## src/rtl/spi_pkg.sv

```systemverilog
// Shared types and constants for the SPI slave.
// Holds the controller state encoding and the default word length.
package spi_pkg;

  localparam int SPI_DATA_W = 16;

  typedef enum logic [1:0] {
    IDLE     = 2'd0,
    SHIFT    = 2'd1,
    WORD_END = 2'd2
  } spi_state_t;

endpackage

```

## src/rtl/spi_sync.sv

```systemverilog
// Multi-flop synchronizer for one asynchronous SPI pin.
// RESET_VAL matches the pin's idle level so reset does not fabricate an edge.
module spi_sync
  import spi_pkg::*;
#(
  parameter int   STAGES    = 2,
  parameter logic RESET_VAL = 1'b0
) (
  input  logic clk,
  input  logic rst,
  input  logic d,
  output logic q
);

  logic [STAGES-1:0] chain;

  always_ff @(posedge clk) begin
    if (rst) chain <= {STAGES{RESET_VAL}};
    else     chain <= STAGES'({chain, d});
  end

  assign q = chain[STAGES-1];

endmodule

```

## src/rtl/spi_slave.sv

```systemverilog
// SPI mode 0 slave, MSB first, with synchronized pins and back-to-back words per frame.
// Optional overrun flag: define SPI_SLAVE_OVERRUN_EN to add the rx_overrun output.
module spi_slave
  import spi_pkg::*;
#(
  parameter int DATA_W      = SPI_DATA_W,
  parameter int SYNC_STAGES = 2
) (
  input  logic              clk,
  input  logic              rst,
  input  logic              sclk_i,
  input  logic              cs_n_i,
  input  logic              mosi_i,
  output logic              miso_o,
  input  logic [DATA_W-1:0] tx_data,
  input  logic              tx_load,
  output logic [DATA_W-1:0] rx_data,
  output logic              rx_valid,
  input  logic              rx_ack,
  output logic              busy
`ifdef SPI_SLAVE_OVERRUN_EN
  ,
  output logic              rx_overrun
`endif
);

  localparam int               CNT_W    = $clog2(DATA_W) + 1;
  localparam logic [CNT_W-1:0] LAST_BIT = CNT_W'(DATA_W - 1);

  spi_state_t        state, next_state;
  logic              sclk_s, cs_n_s, mosi_s, sclk_d, cs_n_d;
  logic              sclk_rise, sclk_fall, cs_fall, cs_rise, last_bit, commit;
  logic [CNT_W-1:0]  bit_cnt;
  logic [DATA_W-1:0] tx_sr, rx_sr, shadow, load_word;
  logic              reload;

  spi_sync #(.STAGES(SYNC_STAGES), .RESET_VAL(1'b0)) u_sync_sclk (
    .clk(clk), .rst(rst), .d(sclk_i), .q(sclk_s));
  spi_sync #(.STAGES(SYNC_STAGES), .RESET_VAL(1'b1)) u_sync_cs (
    .clk(clk), .rst(rst), .d(cs_n_i), .q(cs_n_s));
  spi_sync #(.STAGES(SYNC_STAGES), .RESET_VAL(1'b0)) u_sync_mosi (
    .clk(clk), .rst(rst), .d(mosi_i), .q(mosi_s));

  always_ff @(posedge clk) begin
    if (rst) begin
      sclk_d <= 1'b0;
      cs_n_d <= 1'b1;
    end else begin
      sclk_d <= sclk_s;
      cs_n_d <= cs_n_s;
    end
  end

  assign sclk_rise = sclk_s & ~sclk_d;
  assign sclk_fall = ~sclk_s & sclk_d;
  assign cs_fall   = ~cs_n_s & cs_n_d;
  assign cs_rise   = cs_n_s & ~cs_n_d;
  assign last_bit  = (state == SHIFT) && sclk_rise && (bit_cnt == LAST_BIT);
  // A chip-select release wins over a pending word commit.
  assign commit    = (state == WORD_END) && !cs_rise;
  assign load_word = tx_load ? tx_data : shadow;

  always_ff @(posedge clk) begin
    if (rst) state <= IDLE;
    else     state <= next_state;
  end

  always_comb begin
    next_state = state;
    unique case (state)
      IDLE:     if (cs_fall) next_state = SHIFT;
      SHIFT: begin
        if (cs_rise)       next_state = IDLE;
        else if (last_bit) next_state = WORD_END;
      end
      WORD_END: next_state = cs_rise ? IDLE : SHIFT;
      default:  next_state = IDLE;
    endcase
  end

  always_ff @(posedge clk) begin
    if (rst) begin
      bit_cnt <= '0;
      tx_sr   <= '0;
      rx_sr   <= '0;
      shadow  <= '0;
      reload  <= 1'b0;
    end else begin
      if (tx_load) shadow <= tx_data;
      if (state == IDLE) begin
        if (cs_fall) begin
          bit_cnt <= '0;
          tx_sr   <= load_word;
          rx_sr   <= '0;
          reload  <= 1'b0;
        end
      end else if (cs_rise) begin
        bit_cnt <= '0;
        rx_sr   <= '0;
        reload  <= 1'b0;
      end else if (state == SHIFT) begin
        if (sclk_rise) begin
          rx_sr   <= {rx_sr[DATA_W-2:0], mosi_s};
          bit_cnt <= (bit_cnt == LAST_BIT) ? '0 : bit_cnt + CNT_W'(1);
        end
        // The first falling edge after a finished word presents the next word's MSB.
        if (sclk_fall) begin
          if (reload) begin
            tx_sr  <= load_word;
            reload <= 1'b0;
          end else begin
            tx_sr  <= {tx_sr[DATA_W-2:0], 1'b0};
          end
        end
      end else begin
        bit_cnt <= '0;
        reload  <= 1'b1;
      end
    end
  end

  always_ff @(posedge clk) begin
    if (rst) begin
      rx_data  <= '0;
      rx_valid <= 1'b0;
    end else if (commit) begin
      rx_data  <= rx_sr;
      rx_valid <= 1'b1;
    end else if (rx_ack) begin
      rx_valid <= 1'b0;
    end
  end

`ifdef SPI_SLAVE_OVERRUN_EN
  always_ff @(posedge clk) begin
    if (rst)                              rx_overrun <= 1'b0;
    else if (commit && rx_valid && !rx_ack) rx_overrun <= 1'b1;
    else if (rx_ack)                      rx_overrun <= 1'b0;
  end
`endif

  assign miso_o = ~cs_n_s & tx_sr[DATA_W-1];
  assign busy   = (state != IDLE);

endmodule

```

## config.mk

```make
export PLATFORM = sky130hd
export DESIGN_NAME = spi_slave
export DESIGN_NICKNAME = d
export VERILOG_FILES = /design/src/rtl/spi_pkg.sv /design/src/rtl/spi_sync.sv /design/src/rtl/spi_slave.sv
export SDC_FILE = /design/constraint.sdc
export NUM_CORES = 1
export LEC_CHECK = 0
export ABC_AREA = 1
export CAP_MARGIN = 20
export CORE_ASPECT_RATIO = 0.6
export CORE_UTILIZATION = 50
export CTS_CLUSTER_DIAMETER = 150
export DETAILED_ROUTE_END_ITERATION = 6
export HOLD_SLACK_MARGIN = 0.06
export PLACE_DENSITY = 0.82
export REMOVE_ABC_BUFFERS = 1
export SLEW_MARGIN = 15
export SYNTH_ARGS = -nofsm -noshare
export SYNTH_HDL_FRONTEND = slang
export SYNTH_SLANG_ARGS = --single-unit
```

## constraint.sdc

```tcl
create_clock -name clk -period 2.39 [get_ports clk]
set_input_delay 0.717 -clock clk [delete_from_list [all_inputs] [get_ports clk]]
set_output_delay 0.717 -clock clk [all_outputs]
set_load 0.03 [all_outputs]
```

==> results of run 1 <==
==> logic make-up (layout without fill, tap and decap cells) <==
family | Yosys count | after routing | synth area share [%]
buffers and inverters | 47 | 90 | 5.86
adder cells (fa/ha/maj) | 1 | 1 | 0.364
flip-flops | 81 | 81 | 47.2
XOR/XNOR | 1 | 1 | 0.255
AND/OR/NAND/NOR | 284 | 284 | 33.8
AO/OA/AOI/OAI | 74 | 74 | 12.5
==> final timing paths <==
path,start,end,slack (ps),depth (start not counted)
hold reg to reg,u_sync_sclk.chain[0]$_SDFF_PP0_,u_sync_sclk.chain[1]$_SDFF_PP0_,420,2
setup reg to reg,state[1]$_SDFFE_PP0P_,tx_sr[6]$_SDFFE_PP0P_,630,8
hold / removal,u_sync_sclk.chain[0]$_SDFF_PP0_,u_sync_sclk.chain[1]$_SDFF_PP0_,420,2
setup / recovery,tx_sr[15]$_SDFFE_PP0P_,miso_o,170,3
==> state kept, by name, summed over array words and instances (netlist names) <==
signal and cells:
rx_data 16, rx_sr 16, shadow 16, tx_sr 16, bit_cnt 5, state 2, u_sync_cs.chain 2, u_sync_mosi.chain 2
u_sync_sclk.chain 2, cs_n_d 1, reload 1, rx_valid 1, sclk_d 1
==> synth_stat cells <==
cell type,count,area (sq um)
a21oi_4,2,32.5
inv_1,19,71.3
buf_2,8,40.0
or2_2,2,12.5
dfxtp_1,81,1620
nor2_1,100,375
nand2_1,134,503
nand2_2,5,31.3
nor3_1,1,5.00
o21ai_0,20,100
buf_6,1,11.3
o21bai_1,15,113
inv_2,4,15.0
nand2_4,1,11.3
a21oi_1,37,185
nand3_1,38,190
ha_1,1,12.5
xor2_1,1,8.76
clkbuf_1,13,48.8
nor2_4,3,33.8
buf_4,2,15.0
==> metrics by stage <==
step / worst slack [ps] / cells / hold slack (ps) / cell area (sq um) / total power [mW]
6_report: 173 / 615 / 415 / 4190 / 3.17
5_1_grt: 119 / 615 / 422 / 4190 / 3.31
4_1_cts: 163 / 615 / 413 / 4190 / 3.18
3_5_place_dp: 203 / 599 / 403 / 3910 / 1.91
3_3_place_gp: 285 / 599 / 390 / 3910 / 1.89
2_1_floorplan: 661 / 464 / 388 / 3320 / 1.76
==> layer usage <==
layer	wire length [um]	vias up	global-route usage, %
met3	485	12	6.80
met4	89	0	6.93
met5	0	-	0
li1	-	1625	-
met2	3590	99	39.4
met1	3750	1466	31.9
==> cell type report <==
cell class | instances | area, sq um | share of cell area [%]
sequential | 81 | 1620 | 38.7
multi-input combinational | 360 | 1610 | 38.5
timing repair buffer | 51 | 484 | 11.6
clock buffer | 9 | 225 | 5.37
tap | 84 | 105 | 2.51
inverter | 23 | 86.3 | 2.06
clock inverter | 7 | 53.8 | 1.28
==> worst max-delay path: cells and delay by family, from the launching register on <==
kind | cells | cell delay (ps)
and+or+nand+nor | 1 | 110
DFF | 1 | 340
buffers and inverters | 2 | 720
==> power breakdown <==
part / switching (mW) / total [mW] / internal [mW]
clock: 0.565 / 1.27 / 0.709
sequential: 0.0505 / 1.49 / 1.43
combinational: 0.248 / 0.405 / 0.157
total: 0.863 / 3.17 / 2.30
==> flow_summary.json, run 1 <==
{
  "hpwl_um": 5100,
  "cts-resized-gates": 1,
  "dieArea_sq_um": 7220,
  "crit_required_ps": 1670,
  "fp-row-count": 22,
  "max_cap_violations": 0,
  "drive_gt1_share_pct": 8.10,
  "period_minus_slack_ps": 2220,
  "place.gp.congestion": 0.798,
  "yosysSeqAreaShare_pct": 47.2,
  "irDropWorstVdd_v": 0.000379,
  "rsz0062_at_grt": "no",
  "netlist_area_sq_um": 3440,
  "grt_pass1_vias": 3024,
  "pwr_density_cell_nw_per_um2": 755,
  "ys_warn_count": 0,
  "hold_class": "reg2reg",
  "slew_violations": 0,
  "finalCritPeriodShare_pct": 92.7,
  "cts_tree": "yes",
  "port-buffer-count": 41,
  "vias": 3202,
  "worst_clock_skew_ps": 7.27,
  "finalWirelength_um": 7910,
  "die_w_um": 109,
  "cts_setup_buffers": 0,
  "drt_iter0_drc": 202,
  "drc_errors": 0,
  "htree_levels": 3,
  "grt_antenna_before_repair": 0,
  "antenna_left": 0,
  "status": "finished clean",
  "final_common_cell": "nand2_1",
  "finalSetupViolCount": 0,
  "die_y_um": 66.2,
  "cpPeakStageDelay_ps": 680,
  "core-area_sq_um": 6360,
  "grt_remaining_overflow": 0,
  "start_kind": "flip-flop",
  "vias_per_cell": 5.21,
  "holdBufCountCts": 0,
  "slew_headroom_pct": 66.5,
  "grt_max_degree": 27,
  "finalHoldViolCount": 0,
  "io_pins": 42,
  "clock_latency_ps": 340,
  "fin_setup_tns_ps": 0,
  "initial_core_util_pct": 54.1,
  "ys_ff_latch": 81,
  "syn_area_per_cell_sq_um": 7.04,
  "cts.sinks": 81,
  "root_buffer": "clkbuf_16",
  "num-fill-cells": 531,
  "cts_max_path_buffers": 2,
  "diodes": 0,
  "grt_pass1_wl_um": 13600,
  "synthDistinctLibCells": 21,
  "crit_chain": "inv_1 -> nor2_1 -> clkdlybuf4s50_1",
  "final_cell_mix": "nand2_1, nor2_1, dfxtp_1",
  "avgRoutedWirePerCell_um": 12.9,
  "endpoint_kind": "primary output",
  "cts.reportedPaths.clkPinSlew_ps": 60,
  "grt_usage_pct": 24.4,
  "crit_fanout": 2,
  "cts_made_buffers": 9,
  "synthCells": 488,
  "nets": 550,
  "areaGrowthSynthToFinish_pct": 21.9,
  "worstSetupPathType": "reg2out",
  "cp.arrival_ps": 1500,
  "cpMaxStageDelayCell": "clkdlybuf4s50_1",
  "firstDrtPassIters": 4,
  "fmax_mhz": 451,
  "worstMarginPinSlew_ps": 501,
  "total_leakage_power_nw": 1.87,
  "fin_util_pct": 65.9
}
Note: power is estimated with default switching activity, not from simulation.
==> inputs of run 2 (changes only) <==
PLACE_DENSITY = 0.85   (was 0.82)
SETUP_SLACK_MARGIN = 0.02   (was default)
clock period = 2 ns   (was 2.39 ns; I/O delays follow)
==> run 2 against run 1 <==
  * Clock-buffer cell count grew 1
  * Critical path depth is 2 lower
  * Power rose by 32%
  * Critical endpoint is now rx_data[10]
  * Critical path type unchanged
  * Die area is the same
  * Utilization is 1.9 points higher
  * Register-to-register slack lost 150 ps
  * Worst hold slack got worse by 15 ps
  * Sequential share of layout area fell by 1.0 points
  * Highest routed layer unchanged
  * First-iteration DRC count is 50% higher
  * Setup slack lost 130 ps
==> flow_summary.json, run 2 (synthesis gave the netlist of run 1 again) <==
{
  "status": "finished clean",
  "hpwl_um": 5100,
  "grt_antenna_before_repair": 0,
  "drt_iter0_drc": 304,
  "grt_remaining_overflow": 0,
  "intPower_mw": 3.17,
  "fmax_mhz": 512,
  "p_seq_share_pct": 42.5,
  "finalWirelength_um": 8040,
  "htree_levels": 3,
  "irDropWorstVdd_v": 0.000427,
  "place_ws_ps": 113,
  "fin_setup_tns_ps": 0,
  "firstDrtPassIters": 6,
  "cts.reportedPaths.clkPinSlew_ps": 60,
  "io_pins": 42,
  "place.gp.congestion": 0.802,
  "worstMarginPinSlew_ps": 468,
  "p_comb_share_pct": 11.9,
  "nets": 551,
  "rsz0062_at_grt": "no",
  "endpoint_kind": "primary output",
  "root_buffer": "clkbuf_16",
  "slew_headroom_pct": 68.8,
  "grt_pass1_wl_um": 13200,
  "vias_per_cell": 5.23,
  "start_kind": "flip-flop",
  "switching_power_mw": 1.01,
  "die_w_um": 109,
  "ff2ff_path_depth": 7,
  "die_y_um": 66.2,
  "core-area_sq_um": 6360,
  "period_minus_slack_ps": 1950,
  "met2_wirelength_um": 3720,
  "max_cap_violations": 0,
  "grt_usage_pct": 23.9,
  "drc_errors": 0,
  "cts_tree": "yes",
  "r2r-end": "rx_sr[3]$_SDFFE_PP0P_",
  "cpMaxStageDelayCell": "clkdlybuf4s50_1",
  "final_cell_mix": "nand2_1, nor2_1, dfxtp_1",
  "grt_max_degree": 44,
  "cp_num_cells": 1,
  "min_path_cells": 2,
  "avgRoutedWirePerCell_um": 13.1,
  "stdcell_area_sq_um": 4310,
  "cp-endpoint": "rx_data[10]",
  "crit_fanout": 2,
  "initial_core_util_pct": 54.1,
  "holdBufCountCts": 0,
  "total_leakage_power_nw": 2.02,
  "cpPeakStageDelay_ps": 680,
  "finalHoldViolCount": 0,
  "met1_length_um": 3670,
  "final_common_cell": "nand2_1",
  "clock_power_share_pct": 45.6,
  "finalSetupViolCount": 0,
  "antenna_left": 0,
  "clock_latency_ps": 340,
  "num-fill-cells": 478,
  "top_layer": "met4",
  "cts_max_path_buffers": 2,
  "drive_gt1_share_pct": 8.83,
  "dieArea_sq_um": 7220,
  "finalPower_mw": 4.17,
  "place_area_sq_um": 3940,
  "ff_latch_area_sq_um": 1620,
  "areaGrowthSynthToFinish_pct": 25.4,
  "pwr_density_cell_nw_per_um2": 968,
  "critPathLaunch": "rx_data[10]$_SDFFE_PP0P_",
  "fp-row-count": 22,
  "diodes": 0,
  "cp.arrival_ps": 1350,
  "multi_input_area_sq_um": 1610,
  "port-buffer-count": 41,
  "finalCritPeriodShare_pct": 97.6,
  "slew_violations": 0,
  "met3_length_um": 516,
  "crit_chain": "clkdlybuf4s50_1",
  "worst_slack_ps": 48.4,
  "crit_family": "buffers and inverters",
  "crit_required_ps": 1400,
  "cts_made_buffers": 9,
  "cts.sinks": 81,
  "worst_clock_skew_ps": 6.22,
  "vias": 3220,
  "r2r_slack_ps": 480,
  "hold_class": "reg2reg",
  "worstSetupPathType": "reg2out",
  "r2r-start": "u_sync_cs.chain[1]$_SDFF_PP1_",
  "cp_num_buf_inv": 1,
  "grt_pass1_vias": 2872,
  "swShare_pct": 24.2
}
==> run 2: changes by cell type in the layout (fill, tap and decap cells not counted), sizes merged <==
cell | previous run | this run
inv | 25 | 23
clkinvlp | 3 | 1
dlymetal6s2s | 0 | 5
buf | 10 | 12
clkbuf | 9 | 10
clkdlybuf4s50 | 40 | 34
bufinv | 0 | 3
==> run 2: how the worst min path moves through the flow <==
stage               slack, ps                            start                               to
floorplan                 390  u_sync_mosi.chain[0]$_SDFF_PP0_  u_sync_mosi.chain[1]$_SDFF_PP0_
global placement          390  u_sync_mosi.chain[0]$_SDFF_PP0_  u_sync_mosi.chain[1]$_SDFF_PP0_
detailed placement        390  u_sync_sclk.chain[0]$_SDFF_PP0_  u_sync_sclk.chain[1]$_SDFF_PP0_
CTS                       400  u_sync_sclk.chain[0]$_SDFF_PP0_  u_sync_sclk.chain[1]$_SDFF_PP0_
global route              410  u_sync_sclk.chain[0]$_SDFF_PP0_  u_sync_sclk.chain[1]$_SDFF_PP0_
finish                    400  u_sync_sclk.chain[0]$_SDFF_PP0_  u_sync_sclk.chain[1]$_SDFF_PP0_
==> run 2: worst register-to-register path, delay by kind of cell, from the launching register on <==
kind / cells / cell delay [ps]
simple gates: 5 / 630
compound gates: 1 / 400
flops: 1 / 330
buf+inv: 1 / 100
==> run 2: area by class of cell <==
cell class / count / area share (%)
flip-flops and latches: 81 / 37.7
clock inverters: 6 / 2.67
multi-input cells: 360 / 37.4
clock buffers: 10 / 5.54
well taps: 84 / 2.44
repair buffers: 52 / 12.2
inverters: 23 / 2.00
==> run 2: what timing repair did <==
item	4_1_cts	5_1_grt
setup endpoints to repair	2	6
gates resized for setup	2	6
cloned	0	0
buffers inserted	0	0
pin swaps	0	0
==> run 2: through the flow <==
step / hold slack (ps) / cells / utilization [%]
after floorplan: 388 / 464 / -
after global placement: 392 / 600 / 62.0
after detailed placement: 393 / 600 / 62.0
after CTS: 402 / 616 / 67.6
after global routing: 412 / 616 / 67.8
final: 401 / 616 / 67.8
==> run 2: routing by layer <==
layer,vias up,global-route usage [%]
met4,0,10.1
met1,1452,30.7
met2,127,38.3
met3,18,6.11
met5,-,0
li1,1623,-
==> run 2: power by group through the flow <==
stage | Clock (mW) | Combinational [mW] | Sequential [mW]
2_1_floorplan | 0 | 0.305 | 1.80
3_3_place_gp | 0 | 0.462 | 1.80
3_5_place_dp | 0 | 0.479 | 1.81
4_1_cts | 1.93 | 0.489 | 1.77
5_1_grt | 2.00 | 0.552 | 1.78
6_report | 1.90 | 0.496 | 1.78
